===== config.mk =====
export PLATFORM = sky130hd
export DESIGN_NAME = mem_port_arbiter
export DESIGN_NICKNAME = d
export VERILOG_FILES = /design/src/rtl/mem_port_arbiter.sv
export SDC_FILE = /design/constraint.sdc
export NUM_CORES = 1
export LEC_CHECK = 0
export CAP_MARGIN = 25
export CORE_MARGIN = 1.5
export CORE_UTILIZATION = 25
export CTS_CLUSTER_DIAMETER = 30
export DETAILED_ROUTE_END_ITERATION = 7
export GPL_ROUTABILITY_DRIVEN = 0
export PLACE_DENSITY = 0.61
export SLEW_MARGIN = 20
export SYNTH_ARGS = -nofsm -noshare
export SYNTH_HDL_FRONTEND = slang
export SYNTH_SLANG_ARGS = --single-unit

===== constraint.sdc =====
create_clock -name clk_i -period 7.3 [get_ports clk_i]
set_clock_uncertainty 0.1 [all_clocks]
set_input_delay 1.825 -clock clk_i [delete_from_list [all_inputs] [get_ports clk_i]]
set_output_delay 1.825 -clock clk_i [all_outputs]
set_load 0.1 [all_outputs]

===== src/rtl/mem_port_arbiter.sv =====
// Arbitrates one shared single-port RAM between an instruction-fetch port and a
// data (load/store) port, with fetch-starvation override and a sticky bus timeout.
module mem_port_arbiter (
  input  logic        clk_i,
  input  logic        reset_i,
  input  logic        if_req_i,
  input  logic [31:0] if_addr_i,
  output logic [31:0] if_rdata_o,
  output logic        if_ready_o,
  input  logic        mem_read_i,
  input  logic        mem_write_i,
  input  logic [31:0] mem_addr_i,
  input  logic [31:0] mem_wdata_i,
  output logic [31:0] mem_rdata_o,
  output logic        mem_ready_o,
  output logic        stall_if_o,
  output logic        stall_mem_o,
  output logic        ram_en_o,
  output logic        ram_we_o,
  output logic [31:0] ram_addr_o,
  output logic [31:0] ram_wdata_o,
  input  logic [31:0] ram_rdata_i,
  input  logic        ram_ack_i,
  output logic        bus_err_o
);

  typedef enum logic [1:0] {IDLE, IF_BUSY, MEM_BUSY} state_t;

  state_t      state_q, state_d;
  logic [31:0] addr_q, addr_d;
  logic [31:0] wdata_q, wdata_d;
  logic        we_q, we_d;
  logic [31:0] if_rdata_q, if_rdata_d;
  logic [31:0] mem_rdata_q, mem_rdata_d;
  logic        if_ready_q, if_ready_d;
  logic        mem_ready_q, mem_ready_d;
  logic [1:0]  starve_q, starve_d;
  logic [7:0]  tmo_q, tmo_d;
  logic        bus_err_q, bus_err_d;

  logic        mem_req;
  logic        mem_pend;
  logic        if_pend;
  logic        busy;

  // A requester whose ready pulse is high this cycle has just been served.
  assign mem_req  = mem_read_i | mem_write_i;
  assign mem_pend = mem_req & ~mem_ready_q;
  assign if_pend  = if_req_i & ~if_ready_q;
  assign busy     = (state_q != IDLE);

  always_ff @(posedge clk_i or posedge reset_i) begin
    if (reset_i) begin
      state_q     <= IDLE;
      addr_q      <= '0;
      wdata_q     <= '0;
      we_q        <= 1'b0;
      if_rdata_q  <= '0;
      mem_rdata_q <= '0;
      if_ready_q  <= 1'b0;
      mem_ready_q <= 1'b0;
      starve_q    <= '0;
      tmo_q       <= '0;
      bus_err_q   <= 1'b0;
    end else begin
      state_q     <= state_d;
      addr_q      <= addr_d;
      wdata_q     <= wdata_d;
      we_q        <= we_d;
      if_rdata_q  <= if_rdata_d;
      mem_rdata_q <= mem_rdata_d;
      if_ready_q  <= if_ready_d;
      mem_ready_q <= mem_ready_d;
      starve_q    <= starve_d;
      tmo_q       <= tmo_d;
      bus_err_q   <= bus_err_d;
    end
  end

  always_comb begin
    state_d     = state_q;
    addr_d      = addr_q;
    wdata_d     = wdata_q;
    we_d        = we_q;
    if_rdata_d  = if_rdata_q;
    mem_rdata_d = mem_rdata_q;
    if_ready_d  = 1'b0;
    mem_ready_d = 1'b0;
    starve_d    = if_req_i ? starve_q : 2'd0;
    tmo_d       = tmo_q;
    bus_err_d   = bus_err_q;

    case (state_q)
      IDLE: begin
        // Data wins unless fetch has lost three grants in a row.
        if (mem_pend && !(if_pend && starve_q == 2'd3)) begin
          state_d = MEM_BUSY;
          addr_d  = mem_addr_i;
          wdata_d = mem_wdata_i;
          we_d    = mem_write_i;
          if (if_req_i && starve_q != 2'd3) begin
            starve_d = starve_q + 2'd1;
          end
        end else if (if_pend) begin
          state_d  = IF_BUSY;
          addr_d   = if_addr_i;
          we_d     = 1'b0;
          starve_d = 2'd0;
        end
      end
      IF_BUSY, MEM_BUSY: begin
        if (ram_ack_i) begin
          state_d = IDLE;
          tmo_d   = '0;
          if (state_q == IF_BUSY) begin
            if_rdata_d = ram_rdata_i;
            if_ready_d = 1'b1;
          end else begin
            if (!we_q) begin
              mem_rdata_d = ram_rdata_i;
            end
            mem_ready_d = 1'b1;
          end
        end else if (tmo_q == 8'd254) begin
          // 255th silent cycle: give up, flag the error, release the requester.
          state_d     = IDLE;
          tmo_d       = '0;
          bus_err_d   = 1'b1;
          if_ready_d  = (state_q == IF_BUSY);
          mem_ready_d = (state_q == MEM_BUSY);
        end else begin
          tmo_d = tmo_q + 8'd1;
        end
      end
      default: begin
        state_d = IDLE;
      end
    endcase
  end

  assign ram_en_o    = busy;
  assign ram_we_o    = busy & we_q;
  assign ram_addr_o  = addr_q;
  assign ram_wdata_o = wdata_q;
  assign if_rdata_o  = if_rdata_q;
  assign mem_rdata_o = mem_rdata_q;
  assign if_ready_o  = if_ready_q;
  assign mem_ready_o = mem_ready_q;
  assign bus_err_o   = bus_err_q;
  assign stall_if_o  = if_req_i & ~if_ready_q;
  assign stall_mem_o = mem_req & ~mem_ready_q;

endmodule


# Word-level counts from Yosys, hierarchy flattened
# Index checks and enable logic that the tools add are counted.
[word_totals] word_cells=67 reg_bits=144 inputBits=134 output_inout_bits=135
[op_classes] bitwise_logic=9 mux=24 n_reduce_logical=14 add_sub_neg=2 n_eq_ne=7
[op_table] op="2-to-1 mux 32 bit" count=2
[op_table] op="2-to-1 mux 2 bit" count=9
[op_table] op="2-to-1 mux 8 bit" count=2
[op_table] op="2-to-1 mux 1 bit" count=10
[op_table] op="adder 8 x 1 -> 8 bit, second input constant" count=1
[op_table] op="equality test 8 bit, second input constant" count=1
[op_table] op="!= test 3 bit, second input constant" count=2
[op_table] op="AND reduction 2 bit" count=3
[op_table] op="AND reduction 3 bit" count=2
[op_table] op="NOT 1 bit" count=5
[op_table] op="equality test 2 bit, second input constant" count=2
[op_table] op="one-hot mux 2 bit (2 select lines)" count=1
[op_table] op="AND reduction 4 bit" count=1
[op_table] op="nonzero test 2 bit" count=2
[op_table] op="bitwise AND 1 bit" count=3
[op_table] op="logical AND 1 bit" count=3
[op_table] op="adder 2 x 1 -> 2 bit, second input constant" count=1
[op_table] op="equality test 2 x 1 -> 1 bit, second input constant" count=1
[op_table] op="logical NOT 2 bit" count=1
[op_table] op="!= test 2 bit, second input constant" count=1
[op_table] op="OR reduction 2 bit" count=1
[op_table] op="logical NOT 1 bit" count=1
[op_table] op="bitwise OR 1 bit" count=1

# Depth between registers and ports, before layout
[depth] depth_word=7 depth_mapped=7 ltp_nobuf=5

# Least setup slack after synthesis
# Ideal clock, no wire load.
[synth_timing] path_type="input -> output" from="in mem_write_i" to="out stall_mem_o" t_required_ps=5375 t_arrival_ps=2566 path_buffers=3 path_stages=5 setup_slack_ps=2809 path_cell_list="o21bai_4 buf_6 inv_4 buf_4 buf_4"
[synth_between] elab_chain_cells=2
[synth_rtl] element="start: declaration" line_no="11" rtl="input logic mem_write_i,"
[synth_rtl] element="bitwise OR 1 bit" line_no="47" rtl="assign mem_req = mem_read_i | mem_write_i;"
[synth_rtl] element="bitwise AND 1 bit" line_no="151" rtl="assign stall_mem_o = mem_req & ~mem_ready_q;"
[synth_rtl] element="end: declaration" line_no="17" rtl="output logic stall_mem_o,"
# Every way passes these cells.

# Worst setup path in the final report
[layout_timing] from="in if_req_i" to="out stall_if_o"
[layout_between] elab_chain_cells=1
[layout_rtl] element="start: declaration" line_no="6" rtl="input logic if_req_i,"
[layout_rtl] element="bitwise AND 1 bit" line_no="150" rtl="assign stall_if_o = if_req_i & ~if_ready_q;"
[layout_rtl] element="end: declaration" line_no="16" rtl="output logic stall_if_o,"
# Every way passes these cells.

==> results.json <==
{
  "hold_path.class": "flip-flop to flip-flop",
  "viasPerCell": 4.691,
  "wire_per_inst_um": 17.13,
  "synthMuxAreaShare_pct": 18.91,
  "dp_slack_ns": 1.582,
  "syn_to_final_growth_pct": 56.58,
  "overflow": 0,
  "synth_edf_count": 0,
  "slew_headroom_pct": 31.14,
  "dieHeight_um": 162.1,
  "cts_resized": 0,
  "ys.flop_type": "dfrtp_1",
  "die_width_um": 162.1,
  "nets": 884,
  "multi_input_area_sq_um": 2477,
  "holdBufCountCts": 0,
  "setup_slack_ns": 1.586,
  "dieArea_sq_um": 26260,
  "synth_compound_area_share_pct": 12.76,
  "grt_pass1_wl_um": 28650,
  "min_period_ns": 5.714,
  "status": "complete, no violations",
  "port_buffers": 268,
  "clk_pin_slew_worst_paths_ns": 0.07,
  "fmax_ghz": 0.1750,
  "dp_hpwl_um": 12640,
  "grt.total_usage_pct": 14.06,
  "r2r-start": "mem_ready_o$_DFF_PP0_",
  "whs_path_depth": 1,
  "r2r_slack_ns": 4.52,
  "yosysSeqAreaShare_pct": 56.97,
  "rr_endpoint": "ram_wdata_o[15]$_DFFE_PP0P_",
  "setup_viol": 0,
  "antenna_found_initial": 0,
  "tns_ns": 0,
  "fillers": 2430,
  "crit_required_ns": 5.38,
  "clock_path_buffers": 2,
  "final_common_cell": "clkdlybuf4s50_1",
  "crit_type": "primary input to output port",
  "grt_max_degree": 100,
  "worstMarginPinSlew_ns": 1.030,
  "start_util_pct": 25.26,
  "cts_tree": "done",
  "worstSkewPairLatency_ns": 0.42,
  "postSynthAreaPerCell_sq_um": 13.01,
  "synth-seq-cells": 144,
  "synth_top_family_by_area": "multiplexers",
  "synth-xor-area-share_pct": 0.4154,
  "postCtsSetupBuffers": 0,
  "fin_crit_sh_pct": 78.27,
  "rows": 58,
  "rsz0062_at_grt": "no",
  "final_cell_mix": "clkdlybuf4s50_1 (268), dfrtp_1 (144), mux2_2 (67)",
  "crit_fanout": 5,
  "holdCritStartpoint": "bus_err_o$_DFFE_PP0P_",
  "drv_cap": 0,
  "dr.pass1.iters": 4,
  "finalMaxSlewViolations": 0,
  "numCtsBuffers": 17,
  "clock_sinks": 144,
  "drcViolationCount": 0,
  "syn-instance-count": 486,
  "synth_fa_ha_area_share_pct": 1.187,
  "ys_types": 46,
  "reg2reg_depth": 5,
  "cp_data_arrival_time_ns": 3.79,
  "vias": 5099,
  "coreArea_sq_um": 25040,
  "async_reset_ff_share_pct": 100.0,
  "grt_pass1_vias": 5001,
  "syn_area_sq_um": 6325,
  "layout.area.seq_sq_um": 3603,
  "ys_warn_count": 0,
  "end_kind": "output port",
  "synthesis.nets": 626,
  "drive_above_1_share_pct": 19.15,
  "crit_path_start": "if_req_i",
  "drt_iter0_markers": 394,
  "cp-endpoint": "stall_if_o",
  "antenna_cells": 0,
  "yosys.area_share.simple_pct": 5.638,
  "crit_path_start_kind": "primary input",
  "cts_root_buffer": "clkbuf_16",
  "io_pins": 269,
  "htree_levels": 4,
  "wl_um": 18620,
  "hold_violations": 0,
  "ant_nets": 0
}
-- logic make-up after synthesis --
family / after synthesis
AOI/OAI and AO/OA: 124
xor gates and xnor gates: 3
adders and majority gates: 6
buffers and inverters: 50
DFF: 144
muxes: 97
and+or+nand+nor: 62
-- state kept, by name, indices dropped and copies added, names as in the netlist --
name	cells
if_rdata_o	32
mem_rdata_o	32
ram_addr_o	32
ram_wdata_o	32
tmo_q	8
starve_q	2
state_q	2
bus_err_o	1
if_ready_o	1
mem_ready_o	1
we_q	1
-- Yosys cell counts, types with 2 or more instances --
cell / number / share of area [%]
mux2_2: 67 / 12
or3_1: 2 / 0.20
buf_4: 7 / 0.83
o21ai_0: 36 / 2.8
buf_6: 4 / 0.71
nor2b_1: 3 / 0.30
inv_1: 10 / 0.59
nand2_1: 5 / 0.30
nor2_1: 2 / 0.12
o211ai_1: 5 / 0.59
buf_2: 11 / 0.87
and3b_1: 2 / 0.28
nand4_1: 4 / 0.40
xor2_1: 3 / 0.42
a211oi_1: 33 / 3.9
o21a_1: 2 / 0.24
a31oi_1: 33 / 3.3
ha_1: 6 / 1.2
a21oi_1: 3 / 0.24
or4_1: 2 / 0.24
dfrtp_1: 144 / 57
clkbuf_1: 15 / 0.89
mux2_4: 28 / 6.6
a22oi_1: 3 / 0.36
nand3_1: 35 / 2.8
-- routing by layer --
| layer | global-route usage, % | routed length [um] | vias up |
|---|---|---|---|
| met5 | 0 | 0 | - |
| met4 | 6.047 | 457 | 0 |
| met3 | 3.447 | 1093 | 30 |
| met2 | 22.96 | 9140 | 188 |
| met1 | 17.71 | 7929 | 2538 |
| li1 | - | - | 2343 |
-- how the worst min path moves through the flow --
stage | to | slack [ns]
final | bus_err_o$_DFFE_PP0P_ | 0.37
after CTS | bus_err_o$_DFFE_PP0P_ | 0.38
after global placement | bus_err_o$_DFFE_PP0P_ | 0.35
after floorplan | we_q$_DFFE_PP0P_ | 0.39
after global routing | if_rdata_o[14]$_DFFE_PP0P_ | 0.41
after detailed placement | bus_err_o$_DFFE_PP0P_ | 0.35
-- metrics by stage --
stage | instances | hold slack [ns] | instance area [sq um] | util, %
2_1_floorplan | 486 | 0.3897 | 6325 | -
3_3_place_gp | 1053 | 0.3480 | 9281 | 37.07
3_5_place_dp | 1054 | 0.3529 | 9296 | 37.13
4_1_cts | 1086 | 0.3832 | 9883 | 39.48
5_1_grt | 1087 | 0.4146 | 9903 | 39.56
6_report | 1087 | 0.3671 | 9903 | 39.56
-- worst max-delay path: stages --
cell and delay (ns):
clkdlybuf4s50_1 0.53, nand2b_1 0.17, inv_1 0.11, clkdlybuf4s50_1 1.16
-- cell type report --
cell class,instances,area share [%]
clock buffers,18,4.435
inverters,12,0.5306
well taps,330,4.169
flip-flops and latches,144,36.39
clock inverters,14,1.491
repair buffers,277,27.97
multi-input cells,292,25.02
Power is left out: the tool's default activity adds up to more than one toggle a clock period on the data nets, which glitch-free logic cannot reach.
==> RTL change 1: new RTL, same settings <==
Take the reset off `addr_q` and load it in a clocked block of its own.
--- a/src/rtl/mem_port_arbiter.sv
+++ b/src/rtl/mem_port_arbiter.sv
@@ -52,7 +52,6 @@
   always_ff @(posedge clk_i or posedge reset_i) begin
     if (reset_i) begin
       state_q     <= IDLE;
-      addr_q      <= '0;
       wdata_q     <= '0;
       we_q        <= 1'b0;
       if_rdata_q  <= '0;
@@ -64,7 +63,6 @@
       bus_err_q   <= 1'b0;
     end else begin
       state_q     <= state_d;
-      addr_q      <= addr_d;
       wdata_q     <= wdata_d;
       we_q        <= we_d;
       if_rdata_q  <= if_rdata_d;
@@ -75,6 +73,10 @@
       tmo_q       <= tmo_d;
       bus_err_q   <= bus_err_d;
     end
+  end
+
+  always_ff @(posedge clk_i) begin
+    addr_q <= addr_d;
   end
 
   always_comb begin
Behaviour: not the same (Yosys sat finds a counterexample within 4 cycles, from zero or initial values and one cycle with reset_i high).
==> RTL change 1 against the unedited design <==
- wire length shrank 18%
- area after synthesis is 6.0% lower
- final area is 2.6% lower
- core utilization grew 1.6 points
- non-clock buffer count decreased by 4
- worst setup slack got worse by 0.029 ns
- sequential cell count unchanged
- critical path type unchanged
- highest routed layer unchanged
Power is left out: the tool's default activity adds up to more than one toggle a clock period on the data nets, which glitch-free logic cannot reach.
==> RTL change 1: results (changes against the unedited design) <==
- The share of cells above drive strength 1 is 0.263 (+0.0710).
- The number of standard cells in the final layout excluding fillers is 974 (-10%).
- The final core utilization is 0.412 (+0.0164).
- The post-layout instance area is 9640 um^2 (-2.6%).
- The fill cell instance count of the final layout was 2180 (-10%).
- The run finished with clean final reports.
- The maximum number of pins on one net before global-route repair is 63 (-37%).
- The data arrival time of the worst path was 3.82 ns (+0.03 ns).
- The number of flops mapped to enable cells by yosys was 32 (+32).
- The instance area after placement was 8950 um^2 (-3.7%).
- The via count of the first global-routing pass came to 4464 (-11%).
- The met2 wire length was 8130 um (-11%).
- The fraction of registers with async set/reset is 0.778 (-0.222).
- The via count is 4071 (-20%).
- The sequential fraction of the synthesis area is 0.633 (+0.0634).
- The reg-to-reg critical path endpoint is mem_rdata_o[25].
- The detailed route wirelength on metal3 came to 1120 um (+2.0%).
- The reg2reg setup slack is 4.90 ns (+0.38 ns).
- The net count after synthesis came to 504 (-19%).
- The first-pass GRT wire length came to 23100 um (-20%).
- The smallest hold slack is 0.367 ns (-0.0000910 ns).
- By area the synthesized netlist is led by sky130_fd_sc_hd__dfrtp_1 (47%), sky130_fd_sc_hd__mux2_2 (19%), sky130_fd_sc_hd__edfxtp_1 (16%).
- The met1 capacity usage during global routing was 0.128 (-0.0489).
- By count the netlist is led by sky130_fd_sc_hd__dfrtp_1 (112), sky130_fd_sc_hd__mux2_2 (100), sky130_fd_sc_hd__edfxtp_1 (32).
- The buffer share of cell area is 0.286 (+0.00655).
- The worst-case setup margin in the final layout is 1.56 ns (-0.0287 ns).
- The number of DRC markers in iteration 0 is 140 (-64%).
## RTL change 1: cell count changes in the layout (fill, tap and decap cells not counted), sizes merged, moves of 2 or more
cell / delta
edfxtp: +32
dfrtp: -32
bufinv: +3
o2111ai: +2
nand3: -30
and3b: -2
buf: -4
mux2: +32
inv: -5
a211oi: -33
a31oi: -33
o21ai: -33
## RTL change 1: logic make-up (layout without fill, tap and decap cells)
group                      Yosys count  count (layout)  share of synthesized area
and+or+nand+nor                     28              28                     0.0265
AOI/OAI and AO/OA                   29              29                     0.0349
buffers and inverters               25             316                     0.0265
muxes                              129             129                      0.262
DFF                                144             144                      0.633
adders and majority gates            6               6                     0.0126
xor gates and xnor gates             3               3                    0.00442
## RTL change 1: worst max-delay path: stages
cell,delay [ns]
sky130_fd_sc_hd__clkdlybuf4s50_1,0.60
sky130_fd_sc_hd__nand2b_2,0.15
sky130_fd_sc_hd__inv_2,0.10
sky130_fd_sc_hd__clkdlybuf4s50_1,1.14
==> RTL change 2: new RTL, config.mk and constraints unchanged <==
Without the edit above. Re-encode `state_t` (3 states) as one-hot, 3 bits wide.
--- a/src/rtl/mem_port_arbiter.sv
+++ b/src/rtl/mem_port_arbiter.sv
@@ -24,7 +24,7 @@
   output logic        bus_err_o
 );
 
-  typedef enum logic [1:0] {IDLE, IF_BUSY, MEM_BUSY} state_t;
+  typedef enum logic [2:0] {IDLE = 3'b001, IF_BUSY = 3'b010, MEM_BUSY = 3'b100} state_t;
 
   state_t      state_q, state_d;
   logic [31:0] addr_q, addr_d;
Check against the original RTL: no difference found for any inputs over 4 cycles, from zero or initial values and one cycle with reset_i high; so few cycles prove little.
==> RTL change 2 against the unedited design <==
- worst setup slack lost 0.10 ns
- area after synthesis shrank 1.6%
- wire length shrank 12%
- first-iteration DRC count shrank 57%
- sequential cell count grew 1
- global-route usage shrank 0.91 points
- final area shrank 1.1%
- critical endpoint unchanged
- highest routed layer unchanged
Power is not shown: default switching activity piles up to over one toggle a cycle in this logic, so the estimate is an artifact.
==> RTL change 2: results (changes against the unedited design) <==
- The count of cell types in the netlist was 42 (-8.7%).
- The min-delay analysis places its worst path in the category flop to flop.
- The total iterations of the first detailed-routing run is 4 (unchanged).
- Sorting the synthesized cells by area gives the leading types as sky130_fd_sc_hd__dfrtp_1 (58%), sky130_fd_sc_hd__mux2_4 (14%), sky130_fd_sc_hd__mux2_2 (7.1%).
- The total wire length after detailed routing is 16400 um (-12%).
- The flow ran to the end, and the final reports show no timing, DRC or antenna violations.
- The final net count was 848 (-4.1%).
- The clock insertion delay at the later pin of the skew report is 0.41 ns.
- The delay of the slowest cell on the worst path came to 1.21 ns (+0.05 ns).
- The sequential fraction of the synthesis area came to 0.583 (+0.0136).
- The slowest stage of the critical path is the sky130_fd_sc_hd__clkdlybuf4s50_1 cell.
- The vias per cell is 4.27 (-9.0%).
- The number of buffer cells added on primary ports is 268 (unchanged).
- The setup fix buffers added after clock tree synthesis is 0 (unchanged).
- The maximum number of pins on one net before global-route repair is 95 (-5.0%).
- The number of warnings reported in the yosys synthesis log is 0 (unchanged).
- The CTS buffer count is 17 (unchanged).
- The data arrival time of the worst path came to 3.89 ns (+0.10 ns).
- The share of cells above drive strength 1 was 0.195 (+0.00321).
- The CTS H-tree depth is 4 (unchanged).
- The buffer levels on the longest clock path was 2 (unchanged).
- The number of DRC markers in iteration 0 came to 171 (-57%).
- The master cell of the clock root buffer is sky130_fd_sc_hd__clkbuf_16.
- The overall routing resource usage came to 0.132 (-0.00907).
- The dominant delay contributor by cell family on the critical path is buffers and inverters.
- The number of antenna violations at the first check in global routing was 0 (unchanged).
- The fraction of registers with async set/reset is 1.00 (unchanged).
- The worst-path maximum fanout is 5 (unchanged).
- The net count after synthesis is 582 (-7.0%).
- The via count of the first global-routing pass is 4643 (-7.2%).
- The clock-pin slew on the worst setup and hold paths is ~0.060 ns.
- The total half-perimeter wirelength after legalization and detailed placement is 11500 um (-9.4%).
- The number of resized instances in the post-cts repair step was 0 (unchanged).
- Ranked by instance count, the synthesized netlist is headed by sky130_fd_sc_hd__dfrtp_1 (144), sky130_fd_sc_hd__mux2_4 (58), sky130_fd_sc_hd__mux2_2 (39), sky130_fd_sc_hd__nor2_1 (39), sky130_fd_sc_hd__a21oi_1 (35).
- The first-pass GRT wire length is 26400 um (-7.9%).
- The fill cell instance count of the final layout was 2346 (-3.5%).
- The transition time at the pin with the least slew margin is 1.06 ns (+0.0311 ns).
- The number of antenna repair diodes was 0 (unchanged).
RTL change 2: changes by cell type after synthesis, moves of 7 or more:
cell / unedited run / this run
sky130_fd_sc_hd__nand3_1: 35 / 10
sky130_fd_sc_hd__a211oi_1: 33 / 0
sky130_fd_sc_hd__clkbuf_1: 15 / 6
sky130_fd_sc_hd__o21ai_0: 36 / 6
sky130_fd_sc_hd__mux2i_1: 1 / 33
sky130_fd_sc_hd__buf_4: 7 / 0
sky130_fd_sc_hd__a21oi_1: 3 / 35
sky130_fd_sc_hd__mux2_4: 28 / 58
sky130_fd_sc_hd__nor2_1: 2 / 39
sky130_fd_sc_hd__mux2_2: 67 / 39
sky130_fd_sc_hd__a31oi_1: 33 / 0
RTL change 2: cells by family after synthesis:
family / count (synthesis) / share of synthesized area
compound gates: 55 / 0.0513
fa+ha+maj: 3 / 0.00603
xor+xnor: 1 / 0.00141
mux: 130 / 0.264
buf+inv: 33 / 0.0338
simple gates: 78 / 0.0605
flops: 145 / 0.583
RTL change 2: worst paths after layout:
| kind | from | endpoint | slack (ns) | depth (start not counted) |
|---|---|---|---|---|
| max in group asynchronous | reset_i | ram_wdata_o[25] | 4.07 | 3 |
| worst min register to register | bus_err_o | bus_err_o | 0.37 | 1 |
| worst min-delay path | bus_err_o | bus_err_o | 0.37 | 1 |
| min in group asynchronous | reset_i | ram_wdata_o[14] | 1.81 | 2 |
| worst max register to register | state_q[0] | ram_wdata_o[18] | 4.90 | 5 |
| worst max-delay path | if_req_i | stall_if_o | 1.48 | 3 |
RTL change 2: per-layer routing:
| layer | part of all wire | GRT usage |
|---|---|---|
| met5 | 0 | 0 |
| met4 | 0.011 | 0.0400 |
| met3 | 0.094 | 0.0535 |
| met2 | 0.45 | 0.200 |
| met1 | 0.45 | 0.171 |
RTL change 2: layout make-up:
type                    count  share of cell area
clock inverters            14              0.0183
flip-flops and latches    145               0.371
multi-input cells         267               0.244
repair buffers            273               0.278
well taps                 324              0.0414
clock buffers              18              0.0449
inverters                   7             0.00319
RTL change 2: metrics by stage:
stage / util / hold slack (ns) / instances / cell area [um^2] / worst slack, ns
after floorplan: - / 0.382 / 445 / 6220 / 1.48
after global placement: 0.376 / 0.354 / 1016 / 9170 / 1.50
after detailed placement: 0.376 / 0.361 / 1016 / 9170 / 1.49
after CTS: 0.401 / 0.375 / 1048 / 9790 / 1.47
after global routing: 0.401 / 0.403 / 1048 / 9790 / 1.41
final: 0.401 / 0.368 / 1048 / 9790 / 1.48
